[config.mk]
export PLATFORM = sky130hd
export DESIGN_NAME = fle_cfg_bank_loader
export DESIGN_NICKNAME = d
export VERILOG_FILES = /design/src/rtl/fle_cfg_pkg.sv /design/src/rtl/fle_cfg_wl_sequencer.sv /design/src/rtl/fle_cfg_bank_loader.sv
export SDC_FILE = /design/constraint.sdc
export NUM_CORES = 1
export LEC_CHECK = 0
export ABC_AREA = 1
export BUFFER_PORTS_ARGS = -buffer_cell sky130_fd_sc_hd__buf_2
export CAP_MARGIN = 30
export CORE_ASPECT_RATIO = 1.5
export CORE_UTILIZATION = 50
export DETAILED_ROUTE_END_ITERATION = 8
export HOLD_SLACK_MARGIN = 0.05
export PLACE_DENSITY_LB_ADDON = 0.1
export SYNTH_ARGS = -nofsm -noshare
export SYNTH_HDL_FRONTEND = slang
export SYNTH_SLANG_ARGS = --single-unit
[constraint.sdc]
create_clock -name prog_clk -period 4.71 [get_ports prog_clk]
set_clock_uncertainty 0.05 [all_clocks]
set_input_delay 0.2355 -clock prog_clk [delete_from_list [all_inputs] [get_ports prog_clk]]
set_output_delay 0.2355 -clock prog_clk [all_outputs]
set_load 0.1 [all_outputs]
[src/rtl/fle_cfg_pkg.sv]
// Shared types and default geometry for the FLE tile configuration loader.
package fle_cfg_pkg;

   // Default tile geometry: config cells and their bit ranges in the bl/wl image
   localparam int unsigned FLE_CFG_BITS = 70;
   localparam int unsigned LUT_LSB      = 0;
   localparam int unsigned LUT_MSB      = 63;
   localparam int unsigned FFB_LSB      = 64;
   localparam int unsigned FFB_MSB      = 67;
   localparam int unsigned DMUX_LSB     = 68;
   localparam int unsigned DMUX_MSB     = 69;

   // Loader sequencing states
   typedef enum logic [2:0] {
      IDLE  = 3'd0,
      LOAD  = 3'd1,
      SETUP = 3'd2,
      WRITE = 3'd3,
      DONE  = 3'd4
   } state_e;

   // Counter width able to hold 0..n-1, never narrower than one bit
   function automatic int unsigned cnt_width(input int unsigned n);
      return (n > 1) ? $clog2(n) : 1;
   endfunction

endpackage

[src/rtl/fle_cfg_wl_sequencer.sv]
// Walks the word lines one cell at a time: pulse wl[idx] high, then hold all low for a gap.
module fle_cfg_wl_sequencer
   import fle_cfg_pkg::*;
#(
   parameter int unsigned NUM_BITS  = FLE_CFG_BITS,
   parameter int unsigned PULSE_CYC = 2,
   parameter int unsigned GAP_CYC   = 1
) (
   input  logic                clk_i,
   input  logic                rst_i,
   input  logic                go_i,
   input  logic                clr_i,
   output logic [NUM_BITS-1:0] wl_o,
   output logic                last_done_c_o
);

   localparam int unsigned IDX_W = cnt_width(NUM_BITS);
   localparam int unsigned TMR_W = cnt_width((PULSE_CYC > GAP_CYC) ? PULSE_CYC : GAP_CYC);

   logic                active_q, active_d;
   logic                pulse_q, pulse_d;
   logic [IDX_W-1:0]    idx_q, idx_d;
   logic [IDX_W-1:0]    idx_nxt;
   logic [TMR_W-1:0]    tmr_q, tmr_d;
   logic [NUM_BITS-1:0] wl_q, wl_d;
   logic                pulse_end;
   logic                gap_end;
   logic                last_cell;

   // Sequencer registers; wl drops asynchronously on reset
   always_ff @(posedge clk_i or posedge rst_i) begin
      if (rst_i) begin
         active_q <= 1'b0;
         pulse_q  <= 1'b0;
         idx_q    <= '0;
         tmr_q    <= '0;
         wl_q     <= '0;
      end else begin
         active_q <= active_d;
         pulse_q  <= pulse_d;
         idx_q    <= idx_d;
         tmr_q    <= tmr_d;
         wl_q     <= wl_d;
      end
   end

   // Pulse/gap timing and cell advance; wl is cleared at the end of every pulse so it is never multi-hot
   always_comb begin
      active_d  = active_q;
      pulse_d   = pulse_q;
      idx_d     = idx_q;
      tmr_d     = tmr_q;
      wl_d      = wl_q;
      idx_nxt   = idx_q + IDX_W'(1);
      pulse_end = (tmr_q == TMR_W'(PULSE_CYC - 1));
      gap_end   = (tmr_q == TMR_W'(GAP_CYC - 1));
      last_cell = (idx_q == IDX_W'(NUM_BITS - 1));

      if (clr_i) begin
         active_d = 1'b0;
         pulse_d  = 1'b0;
         idx_d    = '0;
         tmr_d    = '0;
         wl_d     = '0;
      end else if (go_i) begin
         active_d = 1'b1;
         pulse_d  = 1'b1;
         idx_d    = '0;
         tmr_d    = '0;
         wl_d     = NUM_BITS'(1);
      end else if (active_q) begin
         if (pulse_q) begin
            if (pulse_end) begin
               pulse_d = 1'b0;
               tmr_d   = '0;
               wl_d    = '0;
            end else begin
               tmr_d = tmr_q + TMR_W'(1);
            end
         end else if (gap_end) begin
            tmr_d = '0;
            if (last_cell) begin
               active_d = 1'b0;
               idx_d    = '0;
            end else begin
               idx_d   = idx_nxt;
               pulse_d = 1'b1;
               wl_d    = NUM_BITS'(1) << idx_nxt;
            end
         end else begin
            tmr_d = tmr_q + TMR_W'(1);
         end
      end
   end

   assign wl_o          = wl_q;
   assign last_done_c_o = active_q & ~pulse_q & gap_end & last_cell;

endmodule

[src/rtl/fle_cfg_bank_loader.sv]
// Tile config loader: collects a serial bitstream into the bl image, then writes it cell by cell via wl pulses.
module fle_cfg_bank_loader
   import fle_cfg_pkg::*;
#(
   parameter int unsigned NUM_BITS     = FLE_CFG_BITS,
   parameter int unsigned BL_SETUP_CYC = 1,
   parameter int unsigned WL_PULSE_CYC = 2,
   parameter int unsigned WL_GAP_CYC   = 1
) (
   input  logic                prog_clk,
   input  logic                prog_reset,
   input  logic                start,
   input  logic                abort,
   input  logic                cfg_bit,
   input  logic                cfg_valid,
   output logic                cfg_ready,
   output logic [NUM_BITS-1:0] bl,
   output logic [NUM_BITS-1:0] wl,
   output logic                busy,
   output logic                done,
   output logic                aborted
);

   localparam int unsigned BIT_W = cnt_width(NUM_BITS);
   localparam int unsigned SET_W = cnt_width(BL_SETUP_CYC);

   state_e              state_q, state_d;
   logic [BIT_W-1:0]    bit_cnt_q, bit_cnt_d;
   logic [SET_W-1:0]    setup_cnt_q, setup_cnt_d;
   logic [NUM_BITS-1:0] bl_q, bl_d;
   logic                cfg_ready_q, cfg_ready_d;
   logic                busy_q, busy_d;
   logic                done_q, done_d;
   logic                aborted_q, aborted_d;
   logic                xfer;
   logic                busy_state;
   logic                seq_go;
   logic                seq_clr;
   logic                seq_last_done;

   // State and registered outputs
   always_ff @(posedge prog_clk or posedge prog_reset) begin
      if (prog_reset) begin
         state_q     <= IDLE;
         bit_cnt_q   <= '0;
         setup_cnt_q <= '0;
         bl_q        <= '0;
         cfg_ready_q <= 1'b0;
         busy_q      <= 1'b0;
         done_q      <= 1'b0;
         aborted_q   <= 1'b0;
      end else begin
         state_q     <= state_d;
         bit_cnt_q   <= bit_cnt_d;
         setup_cnt_q <= setup_cnt_d;
         bl_q        <= bl_d;
         cfg_ready_q <= cfg_ready_d;
         busy_q      <= busy_d;
         done_q      <= done_d;
         aborted_q   <= aborted_d;
      end
   end

   // Next state, bl capture and output decode; abort out of any busy state beats everything else
   always_comb begin
      state_d     = state_q;
      bit_cnt_d   = bit_cnt_q;
      setup_cnt_d = setup_cnt_q;
      bl_d        = bl_q;
      aborted_d   = 1'b0;
      seq_go      = 1'b0;
      seq_clr     = 1'b0;
      xfer        = cfg_valid & cfg_ready_q;
      busy_state  = (state_q == LOAD) || (state_q == SETUP) || (state_q == WRITE);

      if (abort && busy_state) begin
         state_d   = IDLE;
         aborted_d = 1'b1;
         seq_clr   = 1'b1;
      end else begin
         unique case (state_q)
            IDLE: begin
               if (start && !abort) begin
                  state_d   = LOAD;
                  bit_cnt_d = '0;
               end
            end
            LOAD: begin
               if (xfer) begin
                  bl_d[bit_cnt_q] = cfg_bit;
                  if (bit_cnt_q == BIT_W'(NUM_BITS - 1)) begin
                     state_d     = SETUP;
                     bit_cnt_d   = '0;
                     setup_cnt_d = '0;
                  end else begin
                     bit_cnt_d = bit_cnt_q + BIT_W'(1);
                  end
               end
            end
            SETUP: begin
               if (setup_cnt_q == SET_W'(BL_SETUP_CYC - 1)) begin
                  state_d     = WRITE;
                  seq_go      = 1'b1;
                  setup_cnt_d = '0;
               end else begin
                  setup_cnt_d = setup_cnt_q + SET_W'(1);
               end
            end
            WRITE: begin
               if (seq_last_done) begin
                  state_d = DONE;
               end
            end
            DONE: begin
               state_d = IDLE;
            end
            default: begin
               state_d = IDLE;
            end
         endcase
      end

      cfg_ready_d = (state_d == LOAD);
      busy_d      = (state_d == LOAD) || (state_d == SETUP) || (state_d == WRITE);
      done_d      = (state_d == DONE);
   end

   // Word-line walker
   fle_cfg_wl_sequencer #(
      .NUM_BITS  (NUM_BITS),
      .PULSE_CYC (WL_PULSE_CYC),
      .GAP_CYC   (WL_GAP_CYC)
   ) u_wl_seq (
      .clk_i         (prog_clk),
      .rst_i         (prog_reset),
      .go_i          (seq_go),
      .clr_i         (seq_clr),
      .wl_o          (wl),
      .last_done_c_o (seq_last_done)
   );

   assign cfg_ready = cfg_ready_q;
   assign bl        = bl_q;
   assign busy      = busy_q;
   assign done      = done_q;
   assign aborted   = aborted_q;

endmodule

* Word level (Yosys, flattened, before mapping)
Cells that the tools add are included.
** Word-level totals
- Output and inout bits :: 144
- Latch bits :: 0
- Memories :: 0
- Bits in read-only memories :: 0
- Bits in writable memories :: 0
- Flip-flop bits (word level) :: 165
** Operators by class
- Multiplexer cells :: 53
- Add/subtract/negate cells :: 4
- Bitwise logic cells :: 7
- Div/mod/pow operators :: 0
- Reduce and logical (&&, ||, !) cells :: 17
- Shift-type cells :: 1
- Multipliers :: 0
- $lt $le $gt $ge :: 2
- Equal/unequal tests :: 17
** Operator list (count)
- 70-bit two-way mux :: 7
- 70-bit bitwise mux :: 1
- 1-bit by 7-bit << shifter with 70-bit output, first input constant :: 1
- 7-bit two-way mux :: 9
- 1-bit two-way mux :: 26
- 3-bit two-way mux :: 6
- 7-bit by 1-bit adder with 7-bit output, second input constant :: 2
- 7-bit equality test, second input constant :: 2
- 7-bit one-hot mux with 2 select lines :: 1
- 3-bit by 2-bit equality test with 1-bit output, second input constant :: 4
- 3-bit one-hot mux with 4 select lines :: 1
- 4-bit AND reduction :: 3
- 7-bit by 8-bit less-than comparator with 1-bit output, second input constant :: 1
- 4-bit by 3-bit != test with 1-bit output, second input constant :: 2
- 1-bit demux with 7-bit select :: 1
- 7-bit by 1-bit >= comparator with 1-bit output, second input constant :: 1
- 3-bit by 1-bit equality test with 1-bit output, second input constant :: 2
- 3-bit != test, second input constant :: 2
- 3-bit AND reduction :: 2
- 1-bit bitwise AND :: 4
- 1-bit logical OR :: 4
- 2-bit != test, second input constant :: 2
- 4-bit != test, second input constant :: 1
- 2-bit nonzero test :: 2
- other kinds (9) :: 14

* Longest topological paths before layout
- Depth after elaboration :: 10
- Mapped depth :: 11
- Depth with buffers taken out :: 11

* Modules after synthesis
Synthesis repeated with hierarchy kept, for this count alone.
** Unflattened totals
- Cell total of the unflattened synthesis :: 998
- Area total of the unflattened synthesis :: 8131.5 µm²
** Modules (own cells, without submodules)
- fle_cfg_bank_loader :: sequential area each 2102.0 µm², cells an instance 530, times used 1, area an instance 4297.9 µm²
- fle_cfg_wl_sequencer :: sequential area each 2001.9 µm², cells an instance 468, times used 1, area an instance 3833.7 µm²

* Worst setup path after synthesis
No wires, ideal clock.
- Kind :: register to register
- From :: register cfg_ready_q, in the netlist cfg_ready
- To :: register bl_q[9], in the netlist bl[9]
- Data required time :: 4.526 ns
- Slack :: 2.658 ns
- Library setup time :: 0.134 ns
- Stages on the path, launching flop included :: 8
- Arrival time :: 1.868 ns
- Clock period less this slack :: 2.052 ns
- Path buffers :: 2
- Cells stage by stage :: dfrtp_1 nand2_1 nor2_1 nand2_2 buf_2 buf_2 o21ai_0 o31ai_1
** On the way
- Longest elaborated chain between the ends :: 2
** RTL lines
- start, declared :: RTL line fle_cfg_bank_loader.sv:31 : logic cfg_ready_q, cfg_ready_d;
- start signal, assigned :: RTL line fle_cfg_bank_loader.sv:57 : cfg_ready_q <= cfg_ready_d;
- 1-bit bitwise AND :: RTL line fle_cfg_bank_loader.sv:73 : xfer = cfg_valid & cfg_ready_q;
- 3-bit AND reduction (no line)
- end signal, assigned :: RTL line fle_cfg_bank_loader.sv:56 : bl_q <= bl_d;
- end, declared :: RTL line fle_cfg_bank_loader.sv:30 : logic [NUM_BITS-1:0] bl_q, bl_d;
Every way passes these cells.
A chain may end at the register's enable or synchronous reset.

* Worst setup path after layout
- From :: register u_wl_seq.idx_q[0]
- To :: register u_wl_seq.wl_q[18], in the netlist u_wl_seq.wl_o[18]
** On the way
- Longest elaborated chain between the ends :: 8
- Elaborated cells between the ends (all ways) :: 11
- Classes of those cells :: add/sub (1); eq/ne (2); shift (1); mux (6); reduce/logical (1)
** RTL lines
- start, declared :: RTL line fle_cfg_wl_sequencer.sv:22 : logic [IDX_W-1:0] idx_q, idx_d;
- start signal, assigned :: RTL line fle_cfg_wl_sequencer.sv:41 : idx_q <= idx_d;
- 7-bit by 1-bit adder with 7-bit output :: RTL line fle_cfg_wl_sequencer.sv:54 : idx_nxt = idx_q + IDX_W'(1);
- 1-bit by 7-bit << shifter with 70-bit output :: RTL line fle_cfg_wl_sequencer.sv:88 : wl_d = NUM_BITS'(1) << idx_nxt;
- 70-bit two-way mux :: RTL line fle_cfg_wl_sequencer.sv:82 : if (last_cell) begin
- 70-bit two-way mux :: RTL line fle_cfg_wl_sequencer.sv:80 : end else if (gap_end) begin
- 70-bit two-way mux :: RTL line fle_cfg_wl_sequencer.sv:72 : if (pulse_q) begin
- 70-bit two-way mux :: RTL line fle_cfg_wl_sequencer.sv:71 : end else if (active_q) begin
- 70-bit two-way mux :: RTL line fle_cfg_wl_sequencer.sv:65 : end else if (go_i) begin
- 70-bit two-way mux :: RTL line fle_cfg_wl_sequencer.sv:59 : if (clr_i) begin
- end signal, assigned :: RTL line fle_cfg_wl_sequencer.sv:43 : wl_q <= wl_d;
- end, declared :: RTL line fle_cfg_wl_sequencer.sv:25 : logic [NUM_BITS-1:0] wl_q, wl_d;
Several ways; a longest one is shown, not always the timed one. The select of a mux whose other input is x is not followed.

==> metrics.md <==
| Metric | Value |
|---|---|
| Setup Buffers After CTS | `0` |
| Final non-filler cell total | `1288` |
| Max Freq | `398 MHz` |
| Clock Pin Slew Worst Setup and Hold Paths | `0.07 ns` |
| Nets@finish | `1090` |
| Worst slew pin tran | `0.941 ns` |
| Compound-Gate Fraction of Synth Area | `7.62%` |
| Hold slack | `-0.0153 ns` |
| Post-synthesis mux area share | `0%` |
| Failing checks | `negative hold slack` |
| Syn Area/Cell | `8.10 um^2` |
| Largest area contributor in the netlist | `dfrtp_1` |
| Pin count of the biggest net entering global routing | `165` |
| Antenna Cells | `0` |
| Slowest stage delay, CP | `0.55 ns` |
| Met2 WL | `9990 um` |
| Synthesized flop and latch total | `164` |
| Max-cap violations | `0` |
| Largest family of logic cells by synthesized area | `simple AND/OR/NAND/NOR gates` |
| CTS tree | `built` |
| Clock Power Share | `32.8%` |
| RSZ-0062 raised after global routing | `no` |
| Synth cell types | `32` |
| Die Y-Extent | `154 um` |
| Mapped cell area | `7670 um^2` |
| Setup_tns | `0 ns` |
| Post-synth top cells | `nand2_1, dfrtp_1, nor2_1` |
| Hold Buf Count CTS | `0` |
| Max FO, Critical Path | `18` |
| Synth top area cells | `dfrtp_1, nand2_1, nand3_1` |
| CTS resizes | `0` |
| Die area | `15800 um^2` |
| Most common cell in the netlist | `nand2_1` |
| CP Launch Point | `u_wl_seq.idx_q[0]` |
| Drt wl/cell | `15.1 um` |
| 1st-iter DRT viols | `300` |
| R2R depth | `9` |
| Simple-gate share of the synthesized area | `30.9%` |
| Reg2Reg Setup Slack | `2.20 ns` |
| Share of layout cells above drive strength 1 | `20.0%` |
| CTS Sinks | `164` |
| Vias post-DR | `6645` |
| Final WL | `19400 um` |
| Die Wd | `103 um` |
| Clk_lat worst skew | `0.43 ns` |
| GRT Util Overall | `25.9%` |
| Endpoints failing hold | `7` |
| Slew headroom | `37.0%` |
| Fill cell count | `1406` |
| Antenna violations before repair | `0` |
| Sw Share | `42.6%` |
| Core area | `15100 um^2` |
| Worst VDD drop | `420 uV` |
| Sw Pwr | `1.79 mW` |
| HP Class | `in2async` |
| CTS root buf | `clkbuf_16` |
| Num CTS Buffers | `17` |
| Drc violations | `0` |
| Worst-path cell chain | `ha_1 -> nand3_1 -> nand2_1 -> nand2_2 -> inv_1 -> nand4_1 -> nor2_1 -> nand2_1 -> nand2_1` |
| Worst setup SP type | `register` |
| Core Util, Final | `60.1%` |
| Crit Reg-Reg Endpoint | `u_wl_seq.wl_o[18]` |
| Via density | `5.16` |
| FF-to-FF Start | `u_wl_seq.idx_q[0]` |
| Post-Synthesis Cells | `947` |
| Worst EP required | `5.03 ns` |
| Port bufs | `149` |
| Max Slew Vio Count | `0` |
| Starting density of the core | `50.9%` |
| Seq/Total Area, Yosys | `53.5%` |
| WL met3 | `972 um` |
| Adder-Cell Fraction of Synth Area | `1.31%` |
| Worst-case clock buffer depth | `2` |
| Status | `finished, violations left` |
| Xor/xnor share of the synthesized area | `0%` |
| Gpl congestion | `0.817` |
| Asr flop ratio synth | `100%` |
| Placed Cells | `1256` |
| First drt pass iteration count | `5` |
| Top cell by count, worst path | `nand2_1` |
| First-pass GRT wire length | `31600 um` |
| Critical path depth | `9` |
| H-tree depth | `4` |
| Row cnt | `55` |
| Number of flops mapped to enable cells by yosys | `0` |
| Gr ovfl total | `0` |
| Max Used Layer | `met4` |
| Reg power frac | `38.1%` |
| Remaining antenna violation count | `0` |
| Setup CP Type | `reg2reg` |
| Arr. time, crit path | `2.83 ns` |
| Hpwl dp | `13100 um` |
| Setup violators final | `0` |
| Synth top area share | `53.5%` |
| Critical path capture point type | `register` |
| Area Overhead vs Synth | `18.1%` |
| PwrDens | `463 nW/um^2` |
| CP bufs+invs | `1` |
| Met1 Wirelength | `7880 um` |
| Vias in the first global route | `6293` |
| Yosys warning count | `0` |
| Critical Path End | `u_wl_seq.wl_o[18]` |
| Synth Flop Type | `dfrtp_1` |
| P_int | `2.41 mW` |
| Synth Net Count | `961` |
| Io pins | `150` |
| Crit path max-delay family | `simple AND/OR/NAND/NOR gates` |
| Leak pwr | `4.85 nW` |
| Final period utilization | `53.4%` |
| Combinational power share | `29.1%` |
| Critical path's slowest cell | `dfrtp_1` |
| Final min period | `2.51 ns` |
==> tightest hold or removal path: cells and delay by family <==
kind	cells	cell delay, ns
buffers and inverters	3	0.76
==> registers in the layout, indices dropped and copies added, names as in the netlist <==
register	count
aborted	1
bit_cnt_q	7
bl	70
busy	1
cfg_ready	1
done	1
state_q	3
u_wl_seq.active_q	1
u_wl_seq.idx_q	7
u_wl_seq.pulse_end	1
u_wl_seq.pulse_q	1
u_wl_seq.wl_o	70
==> cell usage in the layout (no fill, tap or decap), types with 7 or more instances in the layout <==
| cell type | synthesis | layout |
|---|---|---|
| nand2_1 | 336 | 336 |
| nor2_1 | 103 | 103 |
| o21ai_0 | 56 | 56 |
| nor3_1 | 8 | 8 |
| dfrtp_1 | 164 | 164 |
| buf_2 | 17 | 149 |
| o31ai_1 | 9 | 9 |
| clkbuf_16 | 0 | 17 |
| nand3_1 | 81 | 81 |
| a21oi_1 | 17 | 17 |
| nand4_1 | 11 | 11 |
| o21ai_1 | 18 | 18 |
| nor2_2 | 8 | 8 |
| ha_1 | 8 | 8 |
| inv_1 | 53 | 52 |
| nand2_2 | 7 | 7 |
==> worst min path at each step <==
| stage | startpoint | endpoint | slack (ns) | cells past startpoint |
|---|---|---|---|---|
| after floorplan | abort | done | 0.39 | 3 |
| after global placement | u_wl_seq.wl_o[24] | u_wl_seq.wl_o[24] | 0.41 | 2 |
| after detailed placement | u_wl_seq.wl_o[18] | u_wl_seq.wl_o[18] | 0.41 | 2 |
| after CTS | abort | state_q[2] | 0.06 | 4 |
| after global routing | abort | state_q[2] | 0.08 | 4 |
| final | prog_reset | bl[3] | -0.02 | 3 |
==> final cells by class <==
| class | count | area, um^2 | area share [%] |
|---|---|---|---|
| sequential | 164 | 4100 | 45.3 |
| multi-input combinational | 680 | 3060 | 33.7 |
| timing repair buffer | 154 | 836 | 9.23 |
| clock buffer | 17 | 425 | 4.70 |
| tap | 199 | 249 | 2.75 |
| inverter | 59 | 228 | 2.51 |
| clock inverter | 15 | 161 | 1.78 |
==> power by group through the flow <==
stage               combinational, mW  clock (mW)  sequential [mW]
floorplan                       0.451           0             2.19
global route                     1.30        1.45             1.61
detailed placement               1.23           0             1.62
finish                           1.22        1.38             1.60
CTS                              1.23        1.40             1.60
global placement                 1.20           0             1.62
==> kinds of logic (layout without fill, tap and decap cells) <==
kind of cell / after synthesis / in the layout
AO/OA/AOI/OAI: 108 / 108
adder cells (fa/ha/maj): 8 / 8
buffers and inverters: 103 / 245
flip-flops: 164 / 164
AND/OR/NAND/NOR: 564 / 564
==> per-layer routing <==
metal	vias up	global-route usage, %
li1	3293	-
met1	3121	30.9
met2	190	44.6
met3	41	5.41
met4	0	11.0
met5	-	0
==> metrics by stage <==
stage,setup WS (ns),power [mW],instance area [um^2]
after floorplan,2.34,2.64,7670
after global placement,1.90,2.82,8420
after detailed placement,2.24,2.85,8470
after CTS,2.23,4.23,9060
after global routing,2.02,4.37,9060
final,2.20,4.20,9060
(Power assumes the default switching activity.)
